File: src/rtl/uart_pkg.sv
// Shared UART definitions: receiver state encoding, parity and stop codes.
package uart_pkg;

    typedef enum logic [2:0] {
        ST_IDLE   = 3'b000,
        ST_START  = 3'b001,
        ST_DATA   = 3'b011,
        ST_PARITY = 3'b010,
        ST_STOP   = 3'b110
    } rx_state_e;

    localparam logic [1:0] PAR_NONE = 2'b00;
    localparam logic [1:0] PAR_ODD  = 2'b01;
    localparam logic [1:0] PAR_EVEN = 2'b10;

    localparam logic [1:0] STOP_ONE = 2'b00;
    localparam logic [1:0] STOP_TWO = 2'b10;

    function automatic logic par_en(input logic [1:0] p);
        return (p == PAR_ODD) || (p == PAR_EVEN);
    endfunction

    function automatic logic two_stop(input logic [1:0] s);
        return (s & STOP_TWO) != STOP_ONE;
    endfunction

endpackage

File: src/rtl/uart_rx_sampler.sv
// Line synchronizer, per-bit sampling counter and bit sampler.
// Define UART_RX_MAJORITY_EN for 2-of-3 majority voting around the sample point.
module uart_rx_sampler #(
    parameter int SAMPLING = 16
) (
    input  logic clk,
    input  logic reset,
    input  logic sample_tick,
    input  logic s_data_in,
    input  logic clr,
    input  logic half,
    output logic line,
    output logic bit_sample,
    output logic bit_strobe
);

    localparam int CW = $clog2(SAMPLING);
    localparam logic [CW-1:0] LAST = CW'(SAMPLING - 1);
    localparam logic [CW-1:0] MID  = CW'(SAMPLING / 2 - 1);

    logic [1:0]    sync_q, sync_d;
    logic [CW-1:0] cnt_q, cnt_d;

    always_comb begin
        sync_d = {sync_q[0], s_data_in};
        cnt_d  = cnt_q;
        if (clr) begin
            cnt_d = '0;
        end else if (sample_tick) begin
            cnt_d = (cnt_q == LAST) ? '0 : cnt_q + 1'b1;
        end
    end

    assign line       = sync_q[1];
    assign bit_strobe = sample_tick && (cnt_q == (half ? MID : LAST));

`ifdef UART_RX_MAJORITY_EN
    // Line values from the two ticks preceding the sample point
    logic [1:0] hist_q, hist_d;

    always_comb begin
        hist_d = hist_q;
        if (sample_tick) begin
            hist_d = {hist_q[0], line};
        end
    end

    assign bit_sample = (hist_q[1] & hist_q[0]) |
                        (hist_q[1] & line) |
                        (hist_q[0] & line);

    always_ff @(posedge clk) begin
        if (reset) begin
            hist_q <= 2'b11;
        end else begin
            hist_q <= hist_d;
        end
    end
`else
    assign bit_sample = line;
`endif

    always_ff @(posedge clk) begin
        if (reset) begin
            sync_q <= 2'b11;
            cnt_q  <= '0;
        end else begin
            sync_q <= sync_d;
            cnt_q  <= cnt_d;
        end
    end

endmodule

File: src/rtl/uart_rx_control.sv
// UART receiver: start/data/parity/stop framing FSM with status outputs.
// Define UART_RX_MAJORITY_EN to enable majority-vote bit sampling.
module uart_rx_control
    import uart_pkg::*;
#(
    parameter int DATA_WIDTH = 8,
    parameter int SAMPLING   = 16
) (
    input  logic                  clk,
    input  logic                  reset,
    input  logic                  sample_tick,
    input  logic                  s_data_in,
    input  logic [1:0]            parity,
    input  logic [1:0]            stop,
    output logic [DATA_WIDTH-1:0] p_data_out,
    output logic                  data_valid,
    output logic                  parity_err,
    output logic                  frame_err,
    output logic                  busy
);

    localparam int BW = $clog2(DATA_WIDTH + 1);
    localparam logic [BW-1:0] BIT_LAST = BW'(DATA_WIDTH - 1);

    rx_state_e             state_q, state_d;
    logic [BW-1:0]         bit_cnt_q, bit_cnt_d;
    logic [DATA_WIDTH-1:0] shift_q, shift_d;
    logic [1:0]            par_cfg_q, par_cfg_d;
    logic [1:0]            stop_cfg_q, stop_cfg_d;
    logic                  stop_cnt_q, stop_cnt_d;
    logic                  perr_q, perr_d;
    logic                  ferr_q, ferr_d;
    logic [DATA_WIDTH-1:0] dout_q, dout_d;
    logic                  dv_q, dv_d;
    logic                  perr_out_q, perr_out_d;
    logic                  ferr_out_q, ferr_out_d;

    logic line, bit_sample, bit_strobe, clr, exp_par;

    uart_rx_sampler #(
        .SAMPLING(SAMPLING)
    ) u_sampler (
        .clk        (clk),
        .reset      (reset),
        .sample_tick(sample_tick),
        .s_data_in  (s_data_in),
        .clr        (clr),
        .half       (state_q == ST_START),
        .line       (line),
        .bit_sample (bit_sample),
        .bit_strobe (bit_strobe)
    );

    always_comb begin
        state_d    = state_q;
        bit_cnt_d  = bit_cnt_q;
        shift_d    = shift_q;
        par_cfg_d  = par_cfg_q;
        stop_cfg_d = stop_cfg_q;
        stop_cnt_d = stop_cnt_q;
        perr_d     = perr_q;
        ferr_d     = ferr_q;
        dout_d     = dout_q;
        dv_d       = 1'b0;
        perr_out_d = perr_out_q;
        ferr_out_d = ferr_out_q;
        exp_par    = (par_cfg_q == PAR_EVEN) ? ^shift_q : ~^shift_q;

        unique case (state_q)
            ST_IDLE: begin
                if (sample_tick && !line) begin
                    state_d    = ST_START;
                    par_cfg_d  = parity;
                    stop_cfg_d = stop;
                end
            end
            ST_START: begin
                if (bit_strobe) begin
                    if (bit_sample) begin
                        state_d = ST_IDLE;
                    end else begin
                        state_d    = ST_DATA;
                        bit_cnt_d  = '0;
                        stop_cnt_d = 1'b0;
                        perr_d     = 1'b0;
                        ferr_d     = 1'b0;
                    end
                end
            end
            ST_DATA: begin
                if (bit_strobe) begin
                    shift_d   = {bit_sample, shift_q[DATA_WIDTH-1:1]};
                    bit_cnt_d = bit_cnt_q + 1'b1;
                    if (bit_cnt_q == BIT_LAST) begin
                        state_d = par_en(par_cfg_q) ? ST_PARITY : ST_STOP;
                    end
                end
            end
            ST_PARITY: begin
                if (bit_strobe) begin
                    perr_d  = (bit_sample != exp_par);
                    state_d = ST_STOP;
                end
            end
            ST_STOP: begin
                if (bit_strobe) begin
                    ferr_d = ferr_q | ~bit_sample;
                    if (two_stop(stop_cfg_q) && !stop_cnt_q) begin
                        stop_cnt_d = 1'b1;
                    end else begin
                        state_d    = ST_IDLE;
                        dout_d     = shift_q;
                        perr_out_d = perr_q;
                        ferr_out_d = ferr_q | ~bit_sample;
                        dv_d       = 1'b1;
                    end
                end
            end
            default: state_d = ST_IDLE;
        endcase

        // Counter restarts on every state entry and stays cleared while idle
        clr = (state_q == ST_IDLE) || (state_d != state_q);
    end

    always_ff @(posedge clk) begin
        if (reset) begin
            state_q    <= ST_IDLE;
            bit_cnt_q  <= '0;
            shift_q    <= '0;
            par_cfg_q  <= PAR_NONE;
            stop_cfg_q <= STOP_ONE;
            stop_cnt_q <= 1'b0;
            perr_q     <= 1'b0;
            ferr_q     <= 1'b0;
            dout_q     <= '0;
            dv_q       <= 1'b0;
            perr_out_q <= 1'b0;
            ferr_out_q <= 1'b0;
        end else begin
            state_q    <= state_d;
            bit_cnt_q  <= bit_cnt_d;
            shift_q    <= shift_d;
            par_cfg_q  <= par_cfg_d;
            stop_cfg_q <= stop_cfg_d;
            stop_cnt_q <= stop_cnt_d;
            perr_q     <= perr_d;
            ferr_q     <= ferr_d;
            dout_q     <= dout_d;
            dv_q       <= dv_d;
            perr_out_q <= perr_out_d;
            ferr_out_q <= ferr_out_d;
        end
    end

    assign p_data_out = dout_q;
    assign data_valid = dv_q;
    assign parity_err = perr_out_q;
    assign frame_err  = ferr_out_q;
    assign busy       = (state_q != ST_IDLE);

endmodule

File: config.mk
export PLATFORM = sky130hd
export DESIGN_NAME = uart_rx_control
export DESIGN_NICKNAME = d
export VERILOG_FILES = /design/src/rtl/uart_pkg.sv /design/src/rtl/uart_rx_sampler.sv /design/src/rtl/uart_rx_control.sv
export SDC_FILE = /design/constraint.sdc
export NUM_CORES = 1
export LEC_CHECK = 0
export CAP_MARGIN = 40
export CORE_ASPECT_RATIO = 0.6
export CORE_MARGIN = 3
export CORE_UTILIZATION = 30
export CTS_BUF_LIST = sky130_fd_sc_hd__clkbuf_4 sky130_fd_sc_hd__clkbuf_8
export DETAILED_ROUTE_END_ITERATION = 10
export PLACE_DENSITY_LB_ADDON = 0.25
export SLEW_MARGIN = 40
export SYNTH_ARGS = -nofsm -noshare
export SYNTH_HDL_FRONTEND = slang
export SYNTH_SLANG_ARGS = --single-unit
File: constraint.sdc
create_clock -name clk -period 1.5 [get_ports clk]
set_input_delay 0.3 -clock clk [delete_from_list [all_inputs] [get_ports clk]]
set_output_delay 0.3 -clock clk [all_outputs]
set_load 0.01 [all_outputs]
==> flow_metrics.env <==
export IMPL_outcome="finished, violations left"
export IMPL_violations="setup timing"
export IMPL_die_h_um=66.86
export IMPL_power_density_nw_per_um2=690.2
export IMPL_htreeDepth=2
export IMPL_synth_area_top_cells="dfxtp_1 41%, mux2i_1 12%, nor2_1 5.1%"
export IMPL_antenna_left=0
export IMPL_core_sq_um=5781
export IMPL_drt_wl_total_um=4555
export IMPL_ys_flop_type="dfxtp_1"
export IMPL_cts_buffers=5
export IMPL_ios=20
export IMPL_clk_pin_slew_ns=0.08
export IMPL_synth_compound_area_frac=0.1257
export IMPL_antenna_found_initial=0
export IMPL_layout_common_cells="36 x buf_4, 30 x dfxtp_1, 25 x nor2_1"
export IMPL_place_congestion=0.8180
export IMPL_synthXorXnorAreaFrac=0.05405
export IMPL_wl_met2_um=1765
export IMPL_nets=262
export IMPL_rsz0062_at_grt="yes"
export IMPL_async_reset_ff_frac=0
export IMPL_cp_top_family="simple AND/OR/NAND/NOR gates"
export IMPL_synth_top_family_by_area="simple AND/OR/NAND/NOR gates"
export IMPL_cp_buffers_inverters=0
export IMPL_ir_drop_v=0.0003327
export IMPL_setup_viol=5
export IMPL_cp_start_kind="flop"
export IMPL_routedLengthMet1_um=2518
export IMPL_critPathKind="reg -> reg"
export IMPL_wl_met3_um=258
export IMPL_die_x_um=107.4
export IMPL_path_max_fanout=7
export IMPL_grt_max_degree=13
export IMPL_fmax_ghz=0.6502
export IMPL_design_area_sq_um=2606
export IMPL_end_kind="flop"
export IMPL_fillers=548
export IMPL_dr_first_iter_drc_count=91
export IMPL_synth_top_area_cell="dfxtp_1"
export IMPL_place_hpwl_um=3345
export IMPL_slowest_stage="or3_1"
export IMPL_syn_area_sq_um=1852
export IMPL_clkLatencyLatePin_ns=0.29
export IMPL_rows=21
export IMPL_vias_per_cell=4.752
export IMPL_post_drt_wl_per_cell_um=13.76
export IMPL_drive_above_1_share=0.3068
export IMPL_ctsHoldBuffers=0
export IMPL_synth_simple_area_share=0.2068
export IMPL_via_count=1573
export IMPL_synth_cell_types=48
export IMPL_grt_pass1_wl_um=7417
export IMPL_cap_violations=0
export IMPL_grt_pass1_vias=1450
export IMPL_top_layer_used="met4"
export IMPL_layout_min_cycle_time_ns=1.538
export IMPL_multiInputGateArea_sq_um=1104
export IMPL_hold_viol=0
export IMPL_seq_area_frac_synth=0.4108
export IMPL_n_antenna_cell=0
export IMPL_track_usage=0.1331
export IMPL_syn_area_per_cell_sq_um=9.305
export IMPL_synthAdderAreaFrac=0.02027
export IMPL_finalCritPeriodShare=1.025
export IMPL_drc=0
export IMPL_firstDrtPassIters=4
export IMPL_final_common_cell="buf_4"
export IMPL_cp_arrival_ns=1.71
export IMPL_worst_slew_pin_slew_ns=0.3420
export IMPL_postPlaceCellArea_sq_um=2384
export IMPL_synth_top_cell_area_share=0.4108
export IMPL_synthToLayoutAreaGrowth_pct=40.74
export IMPL_io_buffers=18
export IMPL_path_cells="ha_4 > nand4_4 > or3_1 > a21boi_2 > nor4_1"
export IMPL_drv_slew=0
export IMPL_p_leak_uw=0.001123
export IMPL_grt_overflow=0
export IMPL_skew_ns=0.004011
export IMPL_synth_enable_flop_cells=0
export IMPL_seq_area_sq_um=773.2
export IMPL_cpPeakStageDelay_ns=0.42
export IMPL_whs_ns=0.4125
export IMPL_yosysWarnings=0
export IMPL_root_buffer="clkbuf_8"
export IMPL_synthMuxAreaShare=0.1304
export IMPL_start_util=0.3203
export IMPL_hold_class="reg -> reg"
export IMPL_cts_sinks=38
export IMPL_syn_num_nets=210
export IMPL_setup_tns_ns=-0.1258
export IMPL_synth_cells=199
export IMPL_required_ns=1.67
export IMPL_yosys_register_bits=38
export IMPL_fp_dieArea_sq_um=7182
export IMPL_cts_tree="built"
export IMPL_clock_path_buffers=2
export IMPL_setup_slack_ns=-0.03799
export IMPL_relSlewSlack=0.7704
## kinds of logic after synthesis
logic type                 count (synthesis)
muxes                                     24
AOI/OAI and AO/OA                         33
xor gates and xnor gates                   9
buffers and inverters                     19
adders and majority gates                  3
DFF                                       38
and+or+nand+nor                           73
## worst register-to-register path, cell delays in order (launching register included)
cell and delay [ns]:
dfxtp_2 0.36, ha_4 0.17, nand4_4 0.12, or3_1 0.42, a21boi_2 0.26, nor4_1 0.09
## sequential cells by signal, summed over array words and instances (netlist names)
register and flops:
p_data_out 8, stop_cfg_q 1, shift_q 8, u_sampler.sync_q 2, frame_err 1, ferr_q 1
parity_err 1, stop_cnt_q 1, data_valid 1, par_cfg_q 2, perr_q 1, u_sampler.cnt_q 4
bit_cnt_q 4, state_q 3
## cells in the mapped netlist (2+ instances only)
cell type and number:
a21oi_1 8, a31oi_1 2, buf_2 5, buf_4 3
clkbuf_1 4, dfxtp_1 38, ha_1 3, inv_1 6
mux2i_1 23, nand2_1 8, nand2b_1 5, nand3_1 5
nand3b_1 2, nor2_1 25, nor2b_1 5, nor3_1 3
nor4_1 7, o21a_1 2, o21ai_0 7, or2_2 2
or3_1 4, xnor2_1 5, xor2_1 2
## worst paths after layout
kind / start / end / slack [ns] / depth (start not counted)
max: u_sampler.cnt_q[1]$_SDFFE_PP0P_ / u_sampler.cnt_q[1]$_SDFFE_PP0P_ / -0.04 / 5
min: u_sampler.sync_q[0]$_SDFF_PP1_ / u_sampler.sync_q[1]$_SDFF_PP1_ / 0.41 / 1
max reg2reg: u_sampler.cnt_q[1]$_SDFFE_PP0P_ / u_sampler.cnt_q[1]$_SDFFE_PP0P_ / -0.04 / 5
min reg2reg: u_sampler.sync_q[0]$_SDFF_PP1_ / u_sampler.sync_q[1]$_SDFF_PP1_ / 0.41 / 1
## area by class of cell
| class | count | area share |
|---|---|---|
| Clock buffer | 5 | 0.02640 |
| Multi-Input combinational cell | 142 | 0.4234 |
| Inverter | 6 | 0.008641 |
| Tap cell | 80 | 0.03841 |
| Timing Repair Buffer | 58 | 0.2026 |
| Sequential cell | 38 | 0.2967 |
| Clock inverter | 2 | 0.003841 |
## layer usage
metal / global-route usage / vias to the layer above
li1: - / 807
met1: 0.2036 / 733
met2: 0.1745 / 31
met3: 0.04259 / 2
met4: 0.03307 / 0
met5: 0 / -
## per-stage QoR
| step | utilization | std cells | power (uW) | setup slack (ns) |
|---|---|---|---|---|
| 2_1_floorplan | - | 199 | 1091 | 0.02520 |
| 3_3_place_gp | 0.4123 | 322 | 1147 | -0.3854 |
| 3_5_place_dp | 0.4123 | 322 | 1146 | -0.4283 |
| 4_1_cts | 0.4342 | 330 | 1809 | 0.002237 |
| 5_1_grt | 0.4509 | 331 | 1877 | -0.1182 |
| 6_report | 0.4509 | 331 | 1799 | -0.03799 |
## repair_timing
action                     CTS  global route
hold endpoints to repair     0             0
buffers inserted             1             1
gates resized for setup     15            25
setup endpoints to repair   26            33
pin swaps                   10             6
## where the power goes
part           switching, uW  internal [uW]
Clock                    361            312
Combinational           52.2           56.7
Sequential              5.02           1010
Total                    418           1380
(Power assumes the default switching activity.)
